File: config.mk
export PLATFORM = sky130hd
export DESIGN_NAME = multicycle_control_unit
export DESIGN_NICKNAME = d
export VERILOG_FILES = /design/src/rtl/multicycle_control_unit.sv
export SDC_FILE = /design/constraint.sdc
export NUM_CORES = 1
export LEC_CHECK = 0
export ABC_AREA = 1
export BUFFER_PORTS_ARGS = -buffer_cell sky130_fd_sc_hd__buf_2
export CORE_MARGIN = 8
export CORE_UTILIZATION = 30
export CTS_CLUSTER_DIAMETER = 60
export CTS_CLUSTER_SIZE = 24
export DETAILED_ROUTE_END_ITERATION = 8
export GPL_TIMING_DRIVEN = 0
export PLACE_DENSITY = 0.6
export SYNTH_ARGS = -nofsm -noshare
export SYNTH_HDL_FRONTEND = slang
export SYNTH_SLANG_ARGS = --single-unit
export TNS_END_PERCENT = 100
File: constraint.sdc
create_clock -name clk -period 2.25 [get_ports clk]
set_input_delay 0.3375 -clock clk [delete_from_list [all_inputs] [get_ports clk]]
set_output_delay 0.3375 -clock clk [all_outputs]
set_load 0.005 [all_outputs]
File: src/rtl/multicycle_control_unit.sv
// Multi-cycle RV32I control FSM. It sequences fetch, decode, execute, memory and
// writeback over one shared memory port, and traps on illegal opcodes or memory timeout.
module multicycle_control_unit #(
  parameter int ALU_CTRL_W  = 3,
  parameter bit FULL_BRANCH = 1'b1,
  parameter int MEM_TIMEOUT = 15
) (
  input  logic                  clk,
  input  logic                  rst_n,
  input  logic [6:0]            op,
  input  logic [2:0]            funct3,
  input  logic [6:0]            funct7,
  input  logic                  zero,
  input  logic                  lt,
  input  logic                  ltu,
  input  logic                  mem_ready,
  output logic                  mem_req,
  output logic                  mem_write,
  output logic [2:0]            mem_src,
  output logic                  adr_src,
  output logic                  ir_write,
  output logic                  pc_write,
  output logic [1:0]            alu_src_a,
  output logic [1:0]            alu_src_b,
  output logic [ALU_CTRL_W-1:0] alu_control,
  output logic [2:0]            imm_src,
  output logic [1:0]            result_src,
  output logic                  reg_write,
  output logic                  trap,
  output logic [3:0]            state
);

  typedef enum logic [3:0] {
    S_FETCH  = 4'd0,
    S_DECODE = 4'd1,
    S_MEMADR = 4'd2,
    S_MEMRD  = 4'd3,
    S_MEMWB  = 4'd4,
    S_MEMWR  = 4'd5,
    S_EXEC_R = 4'd6,
    S_EXEC_I = 4'd7,
    S_ALUWB  = 4'd8,
    S_BRANCH = 4'd9,
    S_JAL    = 4'd10,
    S_JALR   = 4'd11,
    S_LUI    = 4'd12,
    S_TRAP   = 4'd15
  } state_t;

  localparam logic [6:0] OP_LOAD   = 7'b0000011;
  localparam logic [6:0] OP_STORE  = 7'b0100011;
  localparam logic [6:0] OP_R      = 7'b0110011;
  localparam logic [6:0] OP_I      = 7'b0010011;
  localparam logic [6:0] OP_BRANCH = 7'b1100011;
  localparam logic [6:0] OP_JAL    = 7'b1101111;
  localparam logic [6:0] OP_JALR   = 7'b1100111;
  localparam logic [6:0] OP_LUI    = 7'b0110111;

  localparam int CNT_W = (MEM_TIMEOUT > 1) ? $clog2(MEM_TIMEOUT + 1) : 1;
  localparam logic [CNT_W-1:0] WAIT_LAST = CNT_W'(MEM_TIMEOUT - 1);

  state_t                state_q, state_d;
  logic [CNT_W-1:0]      wait_q, wait_d;
  logic                  trap_q, trap_d;
  logic                  mem_req_q, mem_req_d;
  logic                  mem_write_q, mem_write_d;
  logic [2:0]            mem_src_q, mem_src_d;
  logic                  adr_src_q, adr_src_d;
  logic [1:0]            alu_src_a_q, alu_src_a_d;
  logic [1:0]            alu_src_b_q, alu_src_b_d;
  logic [ALU_CTRL_W-1:0] alu_control_q, alu_control_d;
  logic [1:0]            result_src_q, result_src_d;
  logic                  reg_write_q, reg_write_d;
  logic                  pc_write_q, pc_write_d;
  logic                  mem_fire;
  logic                  taken;

  // A request only completes while it is actually being presented.
  assign mem_fire = mem_req_q & mem_ready;

  always_comb begin
    taken = 1'b0;
    if (!FULL_BRANCH) begin
      taken = !zero;
    end else begin
      case (funct3)
        3'b000:  taken = zero;
        3'b001:  taken = !zero;
        3'b100:  taken = lt;
        3'b101:  taken = !lt;
        3'b110:  taken = ltu;
        3'b111:  taken = !ltu;
        default: taken = 1'b0;
      endcase
    end
  end

  always_comb begin
    state_d = state_q;
    case (state_q)
      S_FETCH:  if (mem_fire) state_d = S_DECODE;
      S_DECODE: begin
        case (op)
          OP_LOAD, OP_STORE: state_d = S_MEMADR;
          OP_R:              state_d = S_EXEC_R;
          OP_I:              state_d = S_EXEC_I;
          OP_BRANCH:         state_d = S_BRANCH;
          OP_JAL:            state_d = S_JAL;
          OP_JALR:           state_d = S_JALR;
          OP_LUI:            state_d = S_LUI;
          default:           state_d = S_TRAP;
        endcase
      end
      S_MEMADR: state_d = (op == OP_STORE) ? S_MEMWR : S_MEMRD;
      S_MEMRD:  if (mem_fire) state_d = S_MEMWB;
      S_MEMWR:  if (mem_fire) state_d = S_FETCH;
      S_EXEC_R, S_EXEC_I: state_d = S_ALUWB;
      S_MEMWB, S_ALUWB, S_BRANCH, S_JAL, S_JALR, S_LUI: state_d = S_FETCH;
      S_TRAP:   state_d = S_TRAP;
      default:  state_d = S_TRAP;
    endcase
    // Completion in the final waiting cycle wins over the timeout.
    if ((MEM_TIMEOUT != 0) && mem_req_q && !mem_ready && (wait_q == WAIT_LAST))
      state_d = S_TRAP;
  end

  always_comb begin
    wait_d = wait_q;
    if ((state_d != state_q) || mem_fire)
      wait_d = '0;
    else if (mem_req_q && !mem_ready)
      wait_d = wait_q + 1'b1;
    trap_d = trap_q | (state_d == S_TRAP);
  end

  // Moore outputs are decoded from the next state so they register in step with it.
  always_comb begin
    mem_req_d     = 1'b0;
    mem_write_d   = 1'b0;
    mem_src_d     = 3'b010;
    adr_src_d     = 1'b0;
    alu_src_a_d   = 2'd0;
    alu_src_b_d   = 2'd0;
    alu_control_d = '0;
    result_src_d  = 2'd0;
    reg_write_d   = 1'b0;
    pc_write_d    = 1'b0;
    case (state_d)
      S_FETCH: begin
        mem_req_d    = 1'b1;
        alu_src_b_d  = 2'd2;
        result_src_d = 2'd2;
      end
      S_DECODE: begin
        alu_src_a_d = 2'd1;
        alu_src_b_d = 2'd1;
      end
      S_MEMADR: begin
        alu_src_a_d = 2'd2;
        alu_src_b_d = 2'd1;
      end
      S_MEMRD: begin
        mem_req_d = 1'b1;
        adr_src_d = 1'b1;
        mem_src_d = funct3;
      end
      S_MEMWB: begin
        result_src_d = 2'd1;
        reg_write_d  = 1'b1;
      end
      S_MEMWR: begin
        mem_req_d   = 1'b1;
        mem_write_d = 1'b1;
        adr_src_d   = 1'b1;
        mem_src_d   = funct3;
      end
      S_EXEC_R: begin
        alu_src_a_d   = 2'd2;
        alu_control_d = (funct7 == 7'b0100000) ? ALU_CTRL_W'(1) : '0;
      end
      S_EXEC_I: begin
        alu_src_a_d = 2'd2;
        alu_src_b_d = 2'd1;
      end
      S_ALUWB:  reg_write_d = 1'b1;
      S_BRANCH: begin
        alu_src_a_d   = 2'd2;
        alu_control_d = ALU_CTRL_W'(1);
      end
      S_JAL: begin
        alu_src_a_d  = 2'd1;
        alu_src_b_d  = 2'd2;
        result_src_d = 2'd2;
        reg_write_d  = 1'b1;
        pc_write_d   = 1'b1;
      end
      S_JALR: begin
        alu_src_a_d  = 2'd2;
        alu_src_b_d  = 2'd1;
        result_src_d = 2'd2;
        reg_write_d  = 1'b1;
        pc_write_d   = 1'b1;
      end
      S_LUI: begin
        alu_src_b_d   = 2'd1;
        alu_control_d = ALU_CTRL_W'(2);
        result_src_d  = 2'd2;
        reg_write_d   = 1'b1;
      end
      default: ;
    endcase
  end

  always_ff @(posedge clk or negedge rst_n) begin
    if (!rst_n) begin
      state_q       <= S_FETCH;
      wait_q        <= '0;
      trap_q        <= 1'b0;
      mem_req_q     <= 1'b0;
      mem_write_q   <= 1'b0;
      mem_src_q     <= 3'b010;
      adr_src_q     <= 1'b0;
      alu_src_a_q   <= 2'd0;
      alu_src_b_q   <= 2'd0;
      alu_control_q <= '0;
      result_src_q  <= 2'd0;
      reg_write_q   <= 1'b0;
      pc_write_q    <= 1'b0;
    end else begin
      state_q       <= state_d;
      wait_q        <= wait_d;
      trap_q        <= trap_d;
      mem_req_q     <= mem_req_d;
      mem_write_q   <= mem_write_d;
      mem_src_q     <= mem_src_d;
      adr_src_q     <= adr_src_d;
      alu_src_a_q   <= alu_src_a_d;
      alu_src_b_q   <= alu_src_b_d;
      alu_control_q <= alu_control_d;
      result_src_q  <= result_src_d;
      reg_write_q   <= reg_write_d;
      pc_write_q    <= pc_write_d;
    end
  end

  // The immediate format follows the instruction register, which only settles in DECODE.
  always_comb begin
    imm_src = 3'd0;
    case (state_q)
      S_DECODE: imm_src = (op == OP_JAL) ? 3'd3 : 3'd1;
      S_MEMADR: imm_src = (op == OP_STORE) ? 3'd2 : 3'd0;
      S_BRANCH: imm_src = 3'd1;
      S_LUI:    imm_src = 3'd4;
      default:  imm_src = 3'd0;
    endcase
  end

  assign ir_write    = (state_q == S_FETCH) & mem_fire;
  assign pc_write    = pc_write_q | ir_write | ((state_q == S_BRANCH) & taken);
  assign mem_req     = mem_req_q;
  assign mem_write   = mem_write_q;
  assign mem_src     = mem_src_q;
  assign adr_src     = adr_src_q;
  assign alu_src_a   = alu_src_a_q;
  assign alu_src_b   = alu_src_b_q;
  assign alu_control = alu_control_q;
  assign result_src  = result_src_q;
  assign reg_write   = reg_write_q;
  assign trap        = trap_q;
  assign state       = state_q;

endmodule
[Yosys cells after proc, flatten, opt, wreduce, memory -nomap -nowiden]
Index checks and enable logic that the tools add are counted.
W data, S select, Z words.
Operators by class
  add/sub/neg operators: 1
  $mul: 0
  div/mod/pow operators: 0
  magnitude comparators: 0
  equality and inequality tests: 41
  shift operators: 0
  mux-type cells: 24
  bitwise gates (word level): 6
  reduce and logical (&&, ||, !) cells: 23
Operators by type and width (count)
  $pmux W4 S7: 2
  $eq A4 B4 Y1 const B: 12
  $eq A4 B3 Y1 const B: 8
  $eq A7 B6 Y1 const B: 4
  $mux W4: 6
  $eq A7 B7 Y1 const B: 3
  $eq A4 B2 Y1 const B: 4
  $reduce_or A5 Y1: 3
  $eq A3 B3 Y1 const B: 4
  $pmux W2 S2: 3
  $pmux W3 S4: 1
  $reduce_or A2 Y1: 6
  $eq A4 B1 Y1 const B: 2
  $logic_not A4 Y1: 2
  $eq A7 B2 Y1 const B: 1
  $eq A7 B5 Y1 const B: 1
  $mux W1: 6
  $mux W3: 2
  $pmux W1 S6: 1
  $pmux W2 S3: 1
  $reduce_or A6 Y1: 1
  $add A4 B1 Y4 const B: 1
  $logic_not A1 Y1: 4
  $mux W2: 2
  10 further kinds: 15
Word-level totals
  flip-flop bits (word level): 26
  latch bits: 0
  bits in writable memories: 0
  ROM bits: 0
  output and inout bits: 26
  word-level logic and storage cells: 108
  memories: 0

[Depth between registers and ports, before layout]
  depth in word-level cells: 8
  mapped depth: 15
  depth with buffers taken out: 15

[Least setup slack after synthesis]
OpenSTA, ideal clock, no wires.
  kind: register to register
  start point: reg wait_q[0]
  end point: reg mem_req_q, in the netlist mem_req
  library setup time: 0.125 ns
  arrival time: 1.555 ns
  required time: 2.125 ns
  setup slack: 0.570 ns
  stages on the path, launching flop included: 12
  clock period less this slack: 1.680 ns
  path through: dfrtp_1 > inv_1 > ha_1 > nand3_1 > o21ai_2 > nor2_2 > nand2_2 > inv_2 > nand3_1 > nor2_1 > nor2_2 > nand2_1
Between the ends
  word-level cells in the longest chain between the ends: 6
  elaborated cells on any way between the ends: 8
RTL lines
  start: declaration: line 63  | logic [CNT_W-1:0] wait_q, wait_d;
  start signal: assignment: line 231  | wait_q <= wait_d;
  $eq A4 B4 Y1 *: line 123  | if ((MEM_TIMEOUT != 0) && mem_req_q && !mem_ready && (wait_q == WAIT_LAST))
  $logic_and A1 B1 Y1 *: line 123
  $mux W4 *: line 123
  net state_d[3]: line 62  | state_t state_q, state_d;
  $eq A4 B3 Y1, or another cell as far along: line 148  | case (state_d)
  $reduce_or A3 Y1 (no source line) *
  $mux W1 *: line 148
  net mem_req_d: line 65  | logic mem_req_q, mem_req_d;
  end signal: assignment: line 233  | mem_req_q <= mem_req_d;
  end: declaration: line 65
The timed path passes the listed nets; every way through them passes the cells marked *.
A chain may end at the register's enable or synchronous reset.

[Worst setup path after layout]
  start point: reg wait_q[0]
  end point: reg alu_control_q[0], in the netlist alu_control[0]
Between the ends
  word-level cells in the longest chain between the ends: 5
  elaborated cells on any way between the ends: 7
RTL lines
  $eq A4 B4 Y1 *: line 123
  $logic_and A1 B1 Y1 *: line 123
  $mux W4 *: line 123
  net state_d[1]: line 62
  $eq A4 B4 Y1 or $eq A4 B3 Y1 (tied branches): line 148
  $pmux W2 S3 *: line 148
  net alu_control_d[0]: line 71  | logic [ALU_CTRL_W-1:0] alu_control_q, alu_control_d;
  end signal: assignment: line 239  | alu_control_q <= alu_control_d;
  end: declaration: line 71
Marks and branches as above.

==> results.cfg <==
[worst_setup_path]
r2r_slack_ns = 0.30
r2r-end = alu_control[0]
cp_slowest_cell = dfrtp_1
crit_top_cell = nand3_1
arrival_ns = 2.15
crit_required_ns = 2.44
cp-start-kind = register
crit_chain = inv_1 -> ha_1 -> nand3_1 -> o21ai_2 -> inv_2 -> nand2_1 -> nor2_1 -> nand2_2 -> nand3_1 -> nor2_1 -> nand3_1 -> o21ai_1
r2r-start = wait_q[0]
r2r_cells = 12
path_class = register to register
cp_max_fo = 5
crit_path_max_incr_delay_ns = 0.43
crit_path_end_kind = register

[floorplanning]
die_area_sq_mm = 0.007422
fp.coreArea_sq_mm = 0.004723
io_pins = 49
start_util = 0.3126
die_w_um = 86.15
die_h_um = 86.15
rows = 25

[detailed_routing]
drtIter0Drc = 103
vias_per_cell = 4.461
first_pass_iters = 4
top_layer_used = met4
route.met3.wl_um = 351
routedLengthMet1_um = 1640
finalWirelength_um = 3641
dr_wl_met2_um = 1627
routedWlPerCell_um = 11.49
drcViolationCount = 0
antenna_left = 0
num_vias = 1414

[timing]
slew_violations = 0
min_period_ns = 1.951
fin_skew_ns = 0.005398
rsz0062_at_grt = no
worst_pin_slew_ns = 0.5658
fmax_ghz = 0.5126
final-setup-viol-count = 0
finalSetupTns_ns = 0
finalCritPeriodShare = 0.8671
max_slew_margin = 0.6228
finalHoldViolations = 0
timing.hold.ws_ns = 0.05256

[logic_synthesis]
yosys.area_share.simple = 0.3975
muxShareOfSynthArea = 0.006780
ys_seq_area_frac = 0.4246
synth_edf_count = 0
synth_ff_type = dfrtp_1
yosysWarnings = 0
synth_nets = 224
avgSynthCellArea_sq_um = 7.419
yosysTopAreaCellShare = 0.4068
synth-compound-area-share = 0.05678
synthAdderAreaFrac = 0.01695
synth_top_family_by_area = simple AND/OR/NAND/NOR gates
synth_area_sq_mm = 0.001476
synthTopCellsByArea = dfrtp_1 41%, nand2_1 10%, nor2_1 9.2%, nand3_1 6.1%, nand2_2 5.1%
ys_ff_latch = 25
synth.distinct_cells = 29
synth_area_leader_cell = dfrtp_1
synth_xor_xnor_area_share = 0.02373
synth_cells = 199
async_reset_ff_frac = 1.000

[outcome]
status = completed

[grt]
grt_pass1_wl_um = 6403
grt_antenna_before_repair = 0
grt_max_degree = 26
grt_overflow = 0
track_usage = 0.1042
grt_pass1_vias = 1447

[place]
portBuffers = 47
dp_hpwl_um = 2987
place.gp.congestion = 0.8001
dp.cells = 313

[clocking]
postCtsHoldBufs = 0
cts_tree = built
cts_buffer_depth = 2
htreeDepth = 1
numCtsBuffers = 3
cts_setup_buffers = 0
ctsRootBufferMaster = clkbuf_8
clkLatencyLatePin_ns = 0.26
cts_resized = 0
cts_sinks = 25
cts.clk_slew.worst_paths_ns = 0.09

[power]
total_power_mw = 0.7669
p_int_mw = 0.5953
p_per_area_mw_per_mm2 = 416.4
seqPwrFrac = 0.585
p_clk_frac = 0.345
comb_power_share = 0.070
p_sw_mw = 0.1716
vdd_drop_max_uv = 250.2
netSwitchingFraction = 0.2238
leakage_nw = 1.067

[final_layout]
nNetsFinal = 276
area_growth_pct = 24.75
drive_gt1_frac = 0.3320
fin_util = 0.3899
instances_no_fill = 317
antenna_cells = 0

[run]
cap_violations = 0

[hold_path]
hold_path.class = input port to async pin
## cells by family after synthesis
| family | Yosys count |
|---|---|
| AND/OR/NAND/NOR | 125 |
| buffers and inverters | 27 |
| flip-flops | 25 |
| AO/OA/AOI/OAI | 14 |
| XOR/XNOR | 4 |
| adder cells (fa/ha/maj) | 2 |
| other | 1 |
| multiplexers | 1 |
## worst max path at each step
stage                          from              to  slack [ns]  depth (start not counted)
after floorplan           wait_q[0]         mem_req        0.57                         11
after CTS                 wait_q[0]  alu_control[0]        0.29                         12
after global placement    wait_q[0]  alu_control[0]        0.33                         12
after global routing      wait_q[0]  alu_control[0]         0.1                         12
after detailed placement  wait_q[0]  alu_control[0]        0.31                         12
final                     wait_q[0]  alu_control[0]        0.30                         12
## synth_stat cells (3+ instances only)
library cell and count:
xor2_1 3, inv_1 19, nand3_1 18, o21ai_0 3
nand2_2 12, a21oi_1 3, inv_2 7, nor2_2 8
dfrtp_1 24, nor2_1 36, nand2_1 41
## through the flow
| stage | worst slack, ns | cell area (sq um) |
|---|---|---|
| 2_1_floorplan | 0.5697 | 1476 |
| 5_1_grt | 0.09643 | 1842 |
| 6_report | 0.2991 | 1842 |
| 3_5_place_dp | 0.3100 | 1795 |
| 3_3_place_gp | 0.3331 | 1795 |
| 4_1_cts | 0.2889 | 1842 |
## registers in the layout (all words and copies together) (netlist names)
signal	flops
reg_write	1
result_src	2
mem_src	3
adr_src	1
mem_write	1
alu_control	2
mem_req	1
alu_src_b	2
wait_q	4
trap	1
state	4
pc_write_q	1
alu_src_a	2
## final cells by class
cell class	count	area (sq um)
multi-input cells	147	744.5
clock inverters	1	5.005
inverters	26	97.59
repair buffers	47	235.2
plain buffers	1	7.507
well taps	67	83.83
fillers	513	2882
clock buffers	3	41.29
flip-flops and latches	25	626.9
## worst max-delay path, delay by kind of cell (launching register included)
kind	cells	cell delay [ns]
and+or+nand+nor	7	0.74
DFF	1	0.43
AOI/OAI and AO/OA	2	0.43
buffers and inverters	2	0.15
adders and majority gates	1	0.14
## metal layers
| layer | global-route usage | up-vias |
|---|---|---|
| li1 | - | 725 |
| met1 | 0.1257 | 635 |
| met2 | 0.1763 | 52 |
| met3 | 0.03343 | 2 |
| met4 | 0.01911 | 0 |
| met5 | 0 | - |
## power by group through the flow
stage	logic (mW)	registers, mW	clock network [mW]
2_1_floorplan	0.0198	0.458	0
3_3_place_gp	0.0529	0.458	0
3_5_place_dp	0.0541	0.458	0
4_1_cts	0.0543	0.449	0.277
5_1_grt	0.0624	0.449	0.290
6_report	0.0535	0.449	0.264
## layout by cell type (no fill, tap or decap), drive strengths merged
| cell | netlist | routed |
|---|---|---|
| a21oi | 3 | 3 |
| nor2 | 44 | 44 |
| nor4 | 1 | 1 |
| clkinv | 0 | 1 |
| or2 | 1 | 1 |
| nand3b | 1 | 1 |
| dfrtp | 24 | 24 |
| inv | 26 | 26 |
| o21ai | 6 | 6 |
| nand3 | 18 | 18 |
| o21bai | 2 | 2 |
| nor3 | 4 | 4 |
| clkbuf | 0 | 3 |
| a211oi | 1 | 1 |
| xnor2 | 1 | 1 |
| dfstp | 1 | 1 |
| buf | 1 | 48 |
| nand2 | 53 | 53 |
| nand4 | 2 | 2 |
| nor3b | 1 | 1 |
| o22ai | 2 | 2 |
| ha | 2 | 2 |
| xor2 | 3 | 3 |
| conb | 1 | 1 |
| mux2i | 1 | 1 |
Note: power is estimated with default switching activity, not from simulation.
